## src/rtl/mm_pkg.sv

```systemverilog
// Shared constants and FSM encoding for the 3x3 matrix multiplier output path.
package mm_pkg;

  localparam int N_ELEM         = 9;
  localparam int DATA_W         = 18;
  localparam int BYTES_PER_ELEM = 3;

  typedef enum logic [1:0] {
    ST_IDLE = 2'd0,
    ST_SEND = 2'd1,
    ST_DONE = 2'd2
  } ser_state_t;

endpackage

```

## src/rtl/result_serializer_if.sv

```systemverilog
// Byte-wide valid/ready stream carrying serialized results to the pad driver.
interface result_serializer_if;

  logic [7:0] out_data;
  logic       out_valid;
  logic       out_ready;

  modport master (output out_data, output out_valid, input out_ready);
  modport slave  (input out_data, input out_valid, output out_ready);

endinterface

```

## src/rtl/result_serializer_elem_byte_mux.sv

```systemverilog
// Selects one byte of one result element; the top byte of each element is zero-padded.
module elem_byte_mux #(
  parameter int N_ELEM         = mm_pkg::N_ELEM,
  parameter int DATA_W         = mm_pkg::DATA_W,
  parameter int BYTES_PER_ELEM = mm_pkg::BYTES_PER_ELEM,
  parameter int ELEM_W         = $clog2(N_ELEM),
  parameter int BYTE_W         = $clog2(BYTES_PER_ELEM)
) (
  input  logic [N_ELEM*DATA_W-1:0] buf_flat,
  input  logic [ELEM_W-1:0]        elem_idx,
  input  logic [BYTE_W-1:0]        byte_idx,
  output logic [7:0]               byte_out
);

  localparam int PAD_W = BYTES_PER_ELEM * 8;

  logic [DATA_W-1:0] elem_s;
  logic [PAD_W-1:0]  pad_s;

  // Element select, zero-extend to whole bytes, then byte select.
  always_comb begin
    elem_s   = {DATA_W{1'b0}};
    byte_out = 8'h00;
    if (int'(elem_idx) < N_ELEM) begin
      elem_s = buf_flat[int'(elem_idx)*DATA_W +: DATA_W];
    end else begin
      elem_s = {DATA_W{1'b0}};
    end
    pad_s = PAD_W'(elem_s);
    if (int'(byte_idx) < BYTES_PER_ELEM) begin
      byte_out = pad_s[int'(byte_idx)*8 +: 8];
    end else begin
      byte_out = 8'h00;
    end
  end

endmodule

```

## src/rtl/result_serializer.sv

```systemverilog
// Captures the nine products in one cycle and streams them low byte first over
// a valid/ready byte port; done is held until the top FSM drops enable.
module result_serializer #(
  parameter int N_ELEM         = mm_pkg::N_ELEM,
  parameter int DATA_W         = mm_pkg::DATA_W,
  parameter int BYTES_PER_ELEM = mm_pkg::BYTES_PER_ELEM
) (
  input  logic                     clk,
  input  logic                     rst_n,
  input  logic                     enable,
  input  logic [N_ELEM*DATA_W-1:0] c_flat,
  result_serializer_if.master      out_if,
  output logic                     done
);

  import mm_pkg::*;

  localparam int ELEM_W = $clog2(N_ELEM);
  localparam int BYTE_W = $clog2(BYTES_PER_ELEM);

  ser_state_t                state_r, next_state_s;
  logic [ELEM_W-1:0]         elem_r, next_elem_s;
  logic [BYTE_W-1:0]         byte_r, next_byte_s;
  logic [N_ELEM*DATA_W-1:0]  shadow_r;
  logic [N_ELEM*DATA_W-1:0]  mux_buf_s;
  logic [7:0]                mux_byte_s;
  logic [7:0]                out_data_r;
  logic                      out_valid_r;
  logic                      done_r;

  // Next state and next indices; abort on enable low wins over a transfer.
  always_comb begin
    next_state_s = state_r;
    next_elem_s  = elem_r;
    next_byte_s  = byte_r;
    case (state_r)
      ST_IDLE: begin
        if (enable) begin
          next_state_s = ST_SEND;
          next_elem_s  = {ELEM_W{1'b0}};
          next_byte_s  = {BYTE_W{1'b0}};
        end else begin
          next_state_s = ST_IDLE;
        end
      end
      ST_SEND: begin
        if (!enable) begin
          next_state_s = ST_IDLE;
          next_elem_s  = {ELEM_W{1'b0}};
          next_byte_s  = {BYTE_W{1'b0}};
        end else if (out_if.out_ready) begin
          if (byte_r == BYTE_W'(BYTES_PER_ELEM - 1)) begin
            next_byte_s = {BYTE_W{1'b0}};
            next_elem_s = elem_r + {{(ELEM_W-1){1'b0}}, 1'b1};
            if (elem_r == ELEM_W'(N_ELEM - 1)) begin
              next_state_s = ST_DONE;
            end else begin
              next_state_s = ST_SEND;
            end
          end else begin
            next_byte_s = byte_r + {{(BYTE_W-1){1'b0}}, 1'b1};
          end
        end else begin
          next_state_s = ST_SEND;
        end
      end
      ST_DONE: begin
        if (!enable) begin
          next_state_s = ST_IDLE;
        end else begin
          next_state_s = ST_DONE;
        end
      end
      default: begin
        next_state_s = ST_IDLE;
        next_elem_s  = {ELEM_W{1'b0}};
        next_byte_s  = {BYTE_W{1'b0}};
      end
    endcase
  end

  // The first byte is fetched straight from c_flat in the capture cycle.
  always_comb begin
    mux_buf_s = shadow_r;
    if (state_r == ST_IDLE) begin
      mux_buf_s = c_flat;
    end else begin
      mux_buf_s = shadow_r;
    end
  end

  elem_byte_mux #(
    .N_ELEM         (N_ELEM),
    .DATA_W         (DATA_W),
    .BYTES_PER_ELEM (BYTES_PER_ELEM)
  ) u_mux (
    .buf_flat (mux_buf_s),
    .elem_idx (next_elem_s),
    .byte_idx (next_byte_s),
    .byte_out (mux_byte_s)
  );

  // State, indices and registered outputs.
  always_ff @(posedge clk) begin
    if (!rst_n) begin
      state_r     <= ST_IDLE;
      elem_r      <= {ELEM_W{1'b0}};
      byte_r      <= {BYTE_W{1'b0}};
      out_data_r  <= 8'h00;
      out_valid_r <= 1'b0;
      done_r      <= 1'b0;
    end else begin
      state_r     <= next_state_s;
      elem_r      <= next_elem_s;
      byte_r      <= next_byte_s;
      out_valid_r <= (next_state_s == ST_SEND);
      done_r      <= (next_state_s == ST_DONE);
      out_data_r  <= (next_state_s == ST_SEND) ? mux_byte_s : 8'h00;
    end
  end

  // Shadow copy of the results, loaded only on the IDLE to SEND step.
  always_ff @(posedge clk) begin
    if (rst_n && (state_r == ST_IDLE) && enable) begin
      shadow_r <= c_flat;
    end else begin
      shadow_r <= shadow_r;
    end
  end

  assign out_if.out_data  = out_data_r;
  assign out_if.out_valid = out_valid_r;
  assign done             = done_r;

endmodule

```

## src/flat_wrapper.sv

```systemverilog
// flat-port wrapper written by rule: the top's interface ports become plain ports
module result_serializer_flat import mm_pkg::*;
#(
  parameter int N_ELEM         = mm_pkg::N_ELEM,
  parameter int DATA_W         = mm_pkg::DATA_W,
  parameter int BYTES_PER_ELEM = mm_pkg::BYTES_PER_ELEM
)
  (clk, rst_n, enable, c_flat, done, out_if_out_data, out_if_out_valid, out_if_out_ready);
  result_serializer_if out_if_i ();
  input  logic clk;
  input  logic rst_n;
  input  logic enable;
  input  logic [N_ELEM*DATA_W-1:0] c_flat;
  output logic done;
  output wire logic [$bits(out_if_i.out_data)-1:0] out_if_out_data;
  output wire logic [$bits(out_if_i.out_valid)-1:0] out_if_out_valid;
  input wire logic [$bits(out_if_i.out_ready)-1:0] out_if_out_ready;
  assign out_if_out_data = out_if_i.out_data;
  assign out_if_out_valid = out_if_i.out_valid;
  assign out_if_i.out_ready = out_if_out_ready;
  result_serializer #(.N_ELEM(N_ELEM), .DATA_W(DATA_W), .BYTES_PER_ELEM(BYTES_PER_ELEM)) u_core (.clk(clk), .rst_n(rst_n), .enable(enable), .c_flat(c_flat), .out_if(out_if_i), .done(done));
endmodule
```

## config.mk

```make
export PLATFORM = sky130hd
export DESIGN_NAME = result_serializer_flat
export DESIGN_NICKNAME = d
export VERILOG_FILES = /design/src/rtl/mm_pkg.sv /design/src/rtl/result_serializer_if.sv /design/src/rtl/result_serializer_elem_byte_mux.sv /design/src/rtl/result_serializer.sv /design/src/flat_wrapper.sv
export SDC_FILE = /design/constraint.sdc
export NUM_CORES = 1
export LEC_CHECK = 0
export BUFFER_PORTS_ARGS = -buffer_cell sky130_fd_sc_hd__buf_2
export CELL_PAD_IN_SITES_DETAIL_PLACEMENT = 0
export CELL_PAD_IN_SITES_GLOBAL_PLACEMENT = 1
export CORE_UTILIZATION = 33
export CTS_CLUSTER_SIZE = 40
export DETAILED_ROUTE_END_ITERATION = 8
export PLACE_DENSITY = 0.57
export SLEW_MARGIN = 0
export SYNTH_ARGS = -nofsm -noshare
export SYNTH_HDL_FRONTEND = slang
export SYNTH_HIERARCHICAL = 1
export SYNTH_SLANG_ARGS = --single-unit
export TNS_END_PERCENT = 10
```

## constraint.sdc

```tcl
create_clock -name clk -period 17.1 [get_ports clk]
set_input_delay 0.855 -clock clk [delete_from_list [all_inputs] [get_ports clk]]
set_output_delay 0.855 -clock clk [all_outputs]
set_load 0.05 [all_outputs]
```

* Yosys cells after proc, flatten, opt, wreduce, memory -nomap -nowiden
Index checks and enable logic that the tools add are counted. Widths: inputs -> output; s select.
Operators by class: $lt $le $gt $ge 2, muxes and demuxes 19, multiply operators 1, shift-type cells 2, add/sub/neg operators 2, reduce and logical (&&, ||, !) cells 4, equality and inequality tests 6
Operator list (number):
- $mux 162 | 1
- $shiftx 162x10->18 | 1
- $shiftx 24x6->8 | 1
- $mux 18 | 1
- $mux 2 | 9
- $mux 4 | 4
- $pmux 2 s3 | 2
- $pmux 4 s3 | 1
- $mul 4x4->8 const B | 1
- $eq 2x2->1 const B | 3
- $add 4x1->4 const B | 1
- $eq 2x1->1 const B | 2
- $eq 4x4->1 const B | 1
- $lt 4x4->1 const B | 1
- $reduce_and 3->1 | 1
- $add 2x1->2 const B | 1
- $logic_and 1x1->1 | 2
- $logic_not 2->1 | 1
- $lt 2x2->1 const B | 1
- $mux 1 | 1
Storage, ports and cells: flip-flop bits (word level) 180, word-level logic and storage cells 43, output and inout port bits 10, input port bits 166

* Longest topological paths before layout
Gate-level depths: netlist of run 1.
depth after elaboration 9, mapped depth 14, gate-level depth less buffers 10

* By module
Netlist of run 1, hierarchy kept.
By module, submodules not included:
- result_serializer | times used 1, seq. area each 5225.0 sq um, cells each 425, area an instance 7622.3 sq um
- elem_byte_mux | times used 1, seq. area each 0.0 sq um, cells each 137, area an instance 1436.4 sq um

* Worst setup path before layout of run 1
Ideal clock, no wire load.
path kind input port to flip-flop, start point input port rst_n, end point register u_core.shadow_r[0], enable pin, required time 16.413 ns, slack 8.656 ns, data arrival time 7.757 ns, cell stages on the path 2, buffers on the path 0, cell sequence nand3b_1 -> nor2_1
On the way: word-level cells in the longest chain between the ends 2
Ends and longest elaborated chain:
- start, declared | RTL line flat_wrapper.sv:11 | input logic rst_n;
- $logic_and 1x1->1 (2 in a row) | RTL line result_serializer.sv:124 | if (rst_n && (state_r == ST_IDLE) && enable) begin
- end signal, assigned | RTL line result_serializer.sv:125 | shadow_r <= c_flat;
- end signal, assigned | RTL line result_serializer.sv:127 | shadow_r <= shadow_r;
- end, declared | RTL line result_serializer.sv:24 | logic [N_ELEM*DATA_W-1:0] shadow_r;
Every way passes these cells. A chain may end at the register's enable or synchronous reset.

* Worst setup path after layout of run 1
start point register u_core.state_r[0], end point register u_core.out_data_r[4], in the netlist u_core/out_if.out_data[4]
On the way: word-level cells in the longest chain between the ends 6, elaborated cells between the ends (all ways) 18
Ends and longest elaborated chain:
- start, declared | RTL line result_serializer.sv:21 | ser_state_t state_r, next_state_s;
- start signal, assigned | RTL line result_serializer.sv:113 | state_r <= next_state_s;
- $eq 2x2->1 (tied with other cells) | RTL line result_serializer.sv:36 | case (state_r)
- $pmux 4 s3 * | RTL line result_serializer.sv:36
- via u_core.next_elem_s[0] | RTL line result_serializer.sv:22 | logic [ELEM_W-1:0] elem_r, next_elem_s;
- $mul 4x4->8 | RTL line result_serializer_elem_byte_mux.sv:25 | elem_s = buf_flat[int'(elem_idx)*DATA_W +: DATA_W];
- $shiftx 162x10->18 | RTL line result_serializer_elem_byte_mux.sv:25
- $mux 18 * | RTL line result_serializer_elem_byte_mux.sv:24 | if (int'(elem_idx) < N_ELEM) begin
- $shiftx 24x6->8 * | RTL line result_serializer_elem_byte_mux.sv:31 | byte_out = pad_s[int'(byte_idx)*8 +: 8];
- end signal, assigned | RTL line result_serializer.sv:118 | out_data_r <= (next_state_s == ST_SEND) ? mux_byte_s : 8'h00;
- end, declared | RTL line result_serializer.sv:27 | logic [7:0] out_data_r;
The timed path passes the listed nets; every way through them passes the cells marked *.

==> implementation parameters, run 1 <==
Parameter                              Value

Synth
  Combinational family with the most area after synthesis    multiplexers
  Number of distinct library cell variants in the gate-level netlist after synthesis    53
  Seq cells post-synth    180
  Most instantiated cells after synthesis    edfxtp_1, mux2_2, mux4_2
  Area share of the largest cell type after synthesis    0.5370
  Synth Area in Compound Gates    0.04558
  Number of nets in the synthesized netlist    730
  Mux share of post-synthesis cell area    0.3007
  Gate count of the mapped netlist    ~560
  Number of enable-type register cells in the synthesized netlist    162
  Dominant cells by area after synthesis    edfxtp_1, mux2_2, mux4_2, dfxtp_1, mux2i_1
  Synthesized area    ~9000 um^2
  Cell type with the largest total area after synthesis    edfxtp_1
  Post-synth top flop    edfxtp_1
  Leading cell type by number of instances after synthesis    edfxtp_1
  Sequential element share of the synthesized area    0.5768
  Average instance area after synthesis    between 15 and 20 um^2
  Async SR Flop Fraction    0
  Fraction of synthesized cell area in xor and xnor cells    0
  YS warnings    6
  Post-synthesis share of cell area spent on and, or, nand and nor gates    0.04061
  Adder-cell share of the synthesized area    0.002762

Clock network
  Worst-Skew Late Latency    440 ps
  CTS sink cnt    180
  Clock buffers created by TritonCTS    17
  Post-CTS setup buffers    0
  Number of H-tree branching levels    4
  Clock transition at the registers of the reported paths    around 80 ps
  TritonCTS clock tree    done
  Root cell of the clock tree    clkbuf_16
  Post-CTS Hold Buffers    0
  Largest buffer count on any clock path    2
  Post-cts repair resize count    0

Global routing
  Via count of the first global-routing pass    5884
  Total GRT Usage    0.1705
  Initial antenna violation count    2
  Pin count of the biggest net entering global routing    ~140
  Wire length of the first global-routing pass    35710 um
  Total overflow reported by the global router    0

Detailed routing
  First-pass iteration count of the detailed router    4
  Iteration-0 DRC count of the detailed router    336
  Via Count    roughly 5.5k
  ANT nets after route    0
  Total length of routed wires    around 23000 um
  Routed len/inst    roughly 21 um
  Number of remaining DRC errors    0
  Post-detailed-route via-to-cell ratio    slightly above 5

Worst setup path
  Critical path peak fanout    25
  Arrival time of data at the critical path endpoint    4140 ps
  Type of the worst setup path    reg -> reg
  Data required time at the worst endpoint    17430 ps
  Kind of end point of the critical path    register
  Worst setup SP type    register

Final layout
  Area growth, synth to finish    18.65%
  Proportion of layout cells with a drive suffix above 1    0.5474
  Total number of nets in the final design    slightly below 900
  Cell area after layout    10750 um^2

Placement
  Port Buffers    between 150 and 200
  Half-perimeter wire length of the detailed placement result    between 15000 and 20000 um
  Setup slack at placement    12850 ps
  Area after DPL    between 10000 and 15000 um^2
  Routability Congestion    a little under 0.8

Floorplan
  Horizontal die dimension    ~170 um
  Number of standard-cell rows in the floorplan    60
  Die ar.    about 28000 um^2
  Area of the core    ~27000 um^2
  Total I/O pin count    between 150 and 200
  Die boundary height    around 170 um
  Starting density of the core    0.3361

Timing
  Worst setup skew after layout    approximately 13 ps
  Minimum clock period    3814 ps
  Total negative setup slack    0 ps
  Worst-margin pin slew    roughly 1100 ps
  Hold Vio Cnt, Final    0
  Unrepaired setup endpoints after global routing    no
  Max-slew violations    0
  Period Utilization, post-route    0.2230
  Remaining max-slew budget at the tightest pin    0.2642
  Post-route setup slack    13290 ps
  Setup violations, final    0
  Highest clock rate    roughly 0.26 GHz

Run
  Max Cap Viol    0

Outcome
  Run status    completed

Pwr
  Leakage power of the design    ~3.9 nW
  Power per Cell Area    around 93 nW/um^2
  Worst IR drop on VDD    59.20 uV

Hold path
  Class of the most critical hold timing path    reg -> reg
==> worst max-delay path, stage by stage (launching register included) <==
cell and delay, ps:
dfxtp_1 630, and3b_1 410, nand2_1 170, a31oi_4 730, buf_4 530, mux4_1 620
o22ai_1 150, o21bai_1 140, o22a_1 150, nor2_1 40, and2_1 130
==> cell families (layout without fill, tap and decap cells) <==
family                     after synthesis  count (layout)
buffers and inverters                   45             221
DFF                                    180             180
and+or+nand+nor                         66              66
other                                    0               2
muxes                                  209             209
adders and majority gates                2               2
AOI/OAI and AO/OA                       60              60
==> metal layers <==
metal / vias to the layer above / share of wire / global-route usage
met2: 158 / 0.45 / 0.2571
met4: 2 / 0.011 / 0.04986
li1: 2580 / - / -
met5: - / 0.00056 / 0
met3: 19 / 0.050 / 0.04136
met1: 2789 / 0.49 / 0.2422
==> worst paths after layout <==
check,startpoint,to,slack [ps],cells after the start
setup reg to reg,u_core/state_r[0],u_core/out_if.out_data[4],13290,10
hold reg to reg,u_core/elem_r[2],u_core/elem_r[2],540,1
setup / recovery,u_core/state_r[0],u_core/out_if.out_data[4],13290,10
hold / removal,u_core/elem_r[2],u_core/elem_r[2],540,1
==> per-stage QoR <==
step | total power [mW] | util | instances | hold slack [ps]
after floorplan | 0.5803 | - | 562 | 482.1
after global placement | 0.6181 | 0.3775 | 1047 | 515.5
after detailed placement | 0.6201 | 0.3775 | 1047 | 520.1
after CTS | 1.007 | 0.3986 | 1079 | 537.9
after global routing | 1.033 | 0.3987 | 1080 | 576.6
final | 0.9955 | 0.3988 | 1081 | 540.6
==> placed cells by master (no fill, tap or decap), types with 6 or more instances in the layout <==
| cell | n |
|---|---|
| mux2_2 | 155 |
| clkbuf_16 | 17 |
| buf_2 | 175 |
| o21ai_0 | 6 |
| edfxtp_1 | 162 |
| mux2_1 | 8 |
| and2_1 | 8 |
| mux4_2 | 29 |
| o22ai_1 | 8 |
| nand2_1 | 19 |
| a21oi_1 | 17 |
| dfxtp_1 | 18 |
| mux2i_1 | 13 |
| inv_1 | 8 |
==> sequential cells by signal, indices dropped and copies added (netlist names) <==
name,cells
u_core/state_r,2
u_core/byte_r,2
u_core/out_if.out_data,8
u_core/done,1
u_core/shadow_r,162
u_core/out_if.out_valid,1
u_core/elem_r,4
==> area by class of cell <==
type | instances | area (um^2)
clock buffer | 17 | 425.4
sequential | 180 | 5225
clock inverter | 15 | 142.6
antenna | 2 | 5.005
fill | 2498 | 16200
multi-input combinational | 337 | 3560
tap | 341 | 426.7
timing repair buffer | 181 | 933.4
inverter | 8 | 30.03
==> power breakdown <==
part           switching [mW]  total, mW  internal [mW]
clock network           0.193      0.386          0.193
registers             0.00452      0.503          0.499
logic                  0.0528      0.106         0.0535
(Power assumes the default switching activity.)
==> inputs of run 2 (changes only) <==
--- a/config.mk
+++ b/config.mk
@@ -5,13 +5,14 @@
 export SDC_FILE = /design/constraint.sdc
 export NUM_CORES = 1
 export LEC_CHECK = 0
+export ABC_AREA = 1
 export BUFFER_PORTS_ARGS = -buffer_cell sky130_fd_sc_hd__buf_2
 export CELL_PAD_IN_SITES_DETAIL_PLACEMENT = 0
 export CELL_PAD_IN_SITES_GLOBAL_PLACEMENT = 1
 export CORE_UTILIZATION = 33
 export CTS_CLUSTER_SIZE = 40
 export DETAILED_ROUTE_END_ITERATION = 8
-export PLACE_DENSITY = 0.57
+export PLACE_DENSITY = 0.65
 export SLEW_MARGIN = 0
 export SYNTH_ARGS = -nofsm -noshare
 export SYNTH_HDL_FRONTEND = slang
==> constraint.sdc (replaced) <==
create_clock -name clk -period 3.4 [get_ports clk]
set_input_delay 0.17 -clock clk [delete_from_list [all_inputs] [get_ports clk]]
set_output_delay 0.17 -clock clk [all_outputs]
set_load 0.05 [all_outputs]
==> run 2 against run 1 <==
Against the previous run: critical path type unchanged; cell count increased by 73%; clock-buffer cell count increased by 1; power increased to 5.3 times the previous value; maximum frequency increased by 29%; register-to-register slack got worse by 13000 ps; synthesized area increased by 3.3%; worst setup slack got worse by 13000 ps; sequential share of layout area decreased by 7.7 points; global-route usage increased by 4.3 points; core utilization increased by 6.0 points.
==> implementation parameters, run 2 <==
Parameter                              Value

Detailed routing
  ANT nets after route    0 (unchanged)
  Iteration-0 DRC count of the detailed router    702 (+110%)
  First-pass iteration count of the detailed router    5 (+1)
  Post-detailed-route via-to-cell ratio    4.587 (-11%)
  Total length of routed wires    30820 um (+33%)
  Routed len/inst    16.49 um (-23%)
  Number of remaining DRC errors    0 (unchanged)
  Via Count    8573 (+55%)

Synth
  Synthesized area    9360 um^2 (+3.3%)
  Leading cell type by number of instances after synthesis    nand2_1
  Sequential element share of the synthesized area    0.5582 (-0.01858)
  Area share of the largest cell type after synthesis    0.5197 (-0.01730)
  Dominant cells by area after synthesis    edfxtp_1, nand2_1, nor2_1, dfxtp_1, nand3_1
  Post-synth top flop    edfxtp_1
  Seq cells post-synth    180 (unchanged)
  YS warnings    6 (unchanged)
  Fraction of synthesized cell area in xor and xnor cells    0 (unchanged)
  Average instance area after synthesis    7.973 um^2 (-51%)
  Number of enable-type register cells in the synthesized netlist    162 (unchanged)
  Combinational family with the most area after synthesis    simple AND/OR/NAND/NOR gates
  Gate count of the mapped netlist    1174 (+110%)
  Post-synthesis share of cell area spent on and, or, nand and nor gates    0.3378 (+0.2972)
  Adder-cell share of the synthesized area    0.002673 (-0.00008899)
  Number of distinct library cell variants in the gate-level netlist after synthesis    30 (-43%)
  Async SR Flop Fraction    0 (unchanged)
  Cell type with the largest total area after synthesis    edfxtp_1
  Synth Area in Compound Gates    0.04505 (-0.0005327)
  Number of nets in the synthesized netlist    1342 (+84%)
  Most instantiated cells after synthesis    nand2_1, edfxtp_1, nor2_1
  Mux share of post-synthesis cell area    0 (-0.3007)

Outcome
  Run status    completed

Floorplan
  Horizontal die dimension    170.4 um (+1.6%)
  Total I/O pin count    176 (unchanged)
  Starting density of the core    0.3360 (about the same)
  Die ar.    29040 um^2 (+3.3%)
  Number of standard-cell rows in the floorplan    61 (+1.7%)
  Area of the core    27860 um^2 (+3.4%)
  Die boundary height    170.4 um (+1.6%)

Timing
  Hold Vio Cnt, Final    0 (unchanged)
  Period Utilization, post-route    0.8684 (+0.6454)
  Remaining max-slew budget at the tightest pin    0.4027 (+0.1385)
  Highest clock rate    0.3387 GHz (+29%)
  Unrepaired setup endpoints after global routing    no
  Setup violations, final    0 (unchanged)
  Max-slew violations    0 (unchanged)
  Minimum clock period    2953 ps (-861.3 ps)
  Worst setup skew after layout    7.663 ps (-4.911 ps)
  Worst-margin pin slew    894.7 ps (-209.0 ps)

Worst setup path
  Worst setup SP type    register
  Type of the worst setup path    reg -> reg
  Cell class contributing the biggest share of worst-path delay    buffers and inverters
  Worst setup startpoint    u_core/state_r[1]
  Critical path buffer and inverter count    6 (+5)
  Kind of end point of the critical path    register
  Launch instance of the worst register-to-register path    u_core/state_r[1]
  Data required time at the worst endpoint    3760 ps (-13670 ps)
  Critical path peak fanout    47 (+88%)
  Max stage delay on crit path    630 ps (-100 ps)
  Slowest cell on crit path    inv_2
  Critical Path, Cell by Cell    inv_4 > nand2_4 > nor2_2 > inv_1 > nand2_1 > inv_1 > nor2_4 > inv_2 > buf_4 > o21ai_0 > nand3_1 > nand3_1 > nand3_1 > nand2_1 > nor2_1 > inv_1 > nor2_1
  Arrival time of data at the critical path endpoint    3310 ps (-830 ps)
  R2R setup slack    450 ps (-12840 ps)

Clock network
  Post-CTS Hold Buffers    161 (+161)
  Post-cts repair resize count    0 (unchanged)
  Number of H-tree branching levels    4 (unchanged)
  TritonCTS clock tree    done
  Largest buffer count on any clock path    2 (unchanged)
  CTS sink cnt    180 (unchanged)
  Post-CTS setup buffers    0 (unchanged)
  Root cell of the clock tree    clkbuf_16
  Worst-Skew Late Latency    430 ps (about the same)
  Clock transition at the registers of the reported paths    70 ps (about the same)
  Clock buffers created by TritonCTS    17 (unchanged)

Final layout
  Count of placed standard cells in the final layout, fillers left out    1869 (+73%)
  Total number of nets in the final design    1645 (+84%)
  Register name with the most flops    u_core/shadow_r
  Area growth, synth to finish    36.53%
  Proportion of layout cells with a drive suffix above 1    0.1557 (-0.3917)
  Leading cell type in the layout, fill and taps excluded    nand2_1
  Final design utilization    0.4587 (+0.05995)
  Commonest cells after routing, fill and taps aside    nand2_1, buf_2, edfxtp_1, dlygate4sd3_1, nor2_1
  Max FFs per register    162 (unchanged)

Global routing
  Total GRT Usage    0.2135 (+0.04302)
  Total overflow reported by the global router    0 (unchanged)
  Pin count of the biggest net entering global routing    98 (-28%)
  Via count of the first global-routing pass    8144 (+38%)
  Initial antenna violation count    2 (unchanged)
  Wire length of the first global-routing pass    46490 um (+30%)

Placement
  Port Buffers    175 (unchanged)
  Routability Congestion    0.8266 (+5.0%)
  Half-perimeter wire length of the detailed placement result    20230 um (+25%)
  Placed cells    1675 (+60%)

Pwr
  Power per Cell Area    415.6 nW/um^2 (+350%)
  Leakage power of the design    5.848 nW (+51%)
  Worst IR drop on VDD    231.7 uV (+290%)

Hold path
  Start point of the worst hold path    c_flat[142]
  Class of the most critical hold timing path    in -> reg

Run
  Max Cap Viol    0 (unchanged)
## run 2: cell types whose count changed after synthesis, moves of 13 or more
cell	delta
nand2_1	+593
mux2_2	-155
nor2_1	+93
nand3_1	+68
inv_1	+34
buf_2	+32
mux4_2	-29
o21ai_1	+25
o21ai_0	+17
mux2i_1	-13
## run 2: worst register-to-register path: stages, from the launching register on
cell     delay, ps
dfxtp_1        530
inv_4           50
nand2_4        110
nor2_2          60
inv_1           60
nand2_1         80
inv_1          120
nor2_4          60
inv_2          630
buf_4          410
o21ai_0        130
nand3_1         90
nand3_1        140
nand3_1        110
nand2_1         70
nor2_1          90
inv_1           40
nor2_1          80
## run 2: cells by family (layout without fill, tap and decap cells)
family                   after synthesis  count (layout)
adder cells (fa/ha/maj)                2               2
AO/OA/AOI/OAI                         78              78
AND/OR/NAND/NOR                      801             801
buffers and inverters                113             429
flip-flops                           180             180
other                                  0               1
## run 2: path summary, 6_finish.rpt
kind | to | depth (start not counted)
max | u_core/out_if.out_data[2] | 17
min | u_core/shadow_r[142] | 1
max reg2reg | u_core/out_if.out_data[2] | 17
min reg2reg | u_core/elem_r[1] | 2
## run 2: area by class of cell
class,instances,area [um^2]
diodes,1,2.502
clock buffers,18,429.2
clock inverters,14,160.2
fillers,2787,15080
inverters,48,185.2
multi-input cells,881,3632
flip-flops and latches,180,5225
well taps,378,473.0
repair buffers,349,2673
## run 2: where the power goes
| part | total [mW] | leakage, nW | internal (mW) | switching [mW] |
|---|---|---|---|---|
| Sequential | 2.53 | 1.65 | 2.51 | 0.0240 |
| Clock | 2.04 | 0.279 | 1.15 | 0.889 |
| Combinational | 0.738 | 3.92 | 0.323 | 0.415 |
| Total | 5.31 | 5.85 | 3.98 | 1.33 |
## run 2: through the flow
stage	hold slack (ps)	TNS [ps]	cell area (um^2)	worst slack, ps	total power, mW
2_1_floorplan	268.9	-234640	9385	-1448	2.912
3_3_place_gp	362.2	0	10580	546.1	3.173
3_5_place_dp	363.4	0	10580	495.5	3.174
4_1_cts	34.08	0	12780	453.8	5.369
5_1_grt	29.68	0	12780	139.3	5.525
6_report	49.35	0	12780	447.3	5.312
## run 2: per-layer routing
metal | GRT usage | wire length (um) | vias up
met3 | 0.03070 | 1363 | 25
met5 | 0 | 13 | -
met4 | 0.06150 | 465 | 2
li1 | - | - | 4370
met2 | 0.3329 | 14120 | 233
met1 | 0.3064 | 14860 | 3943
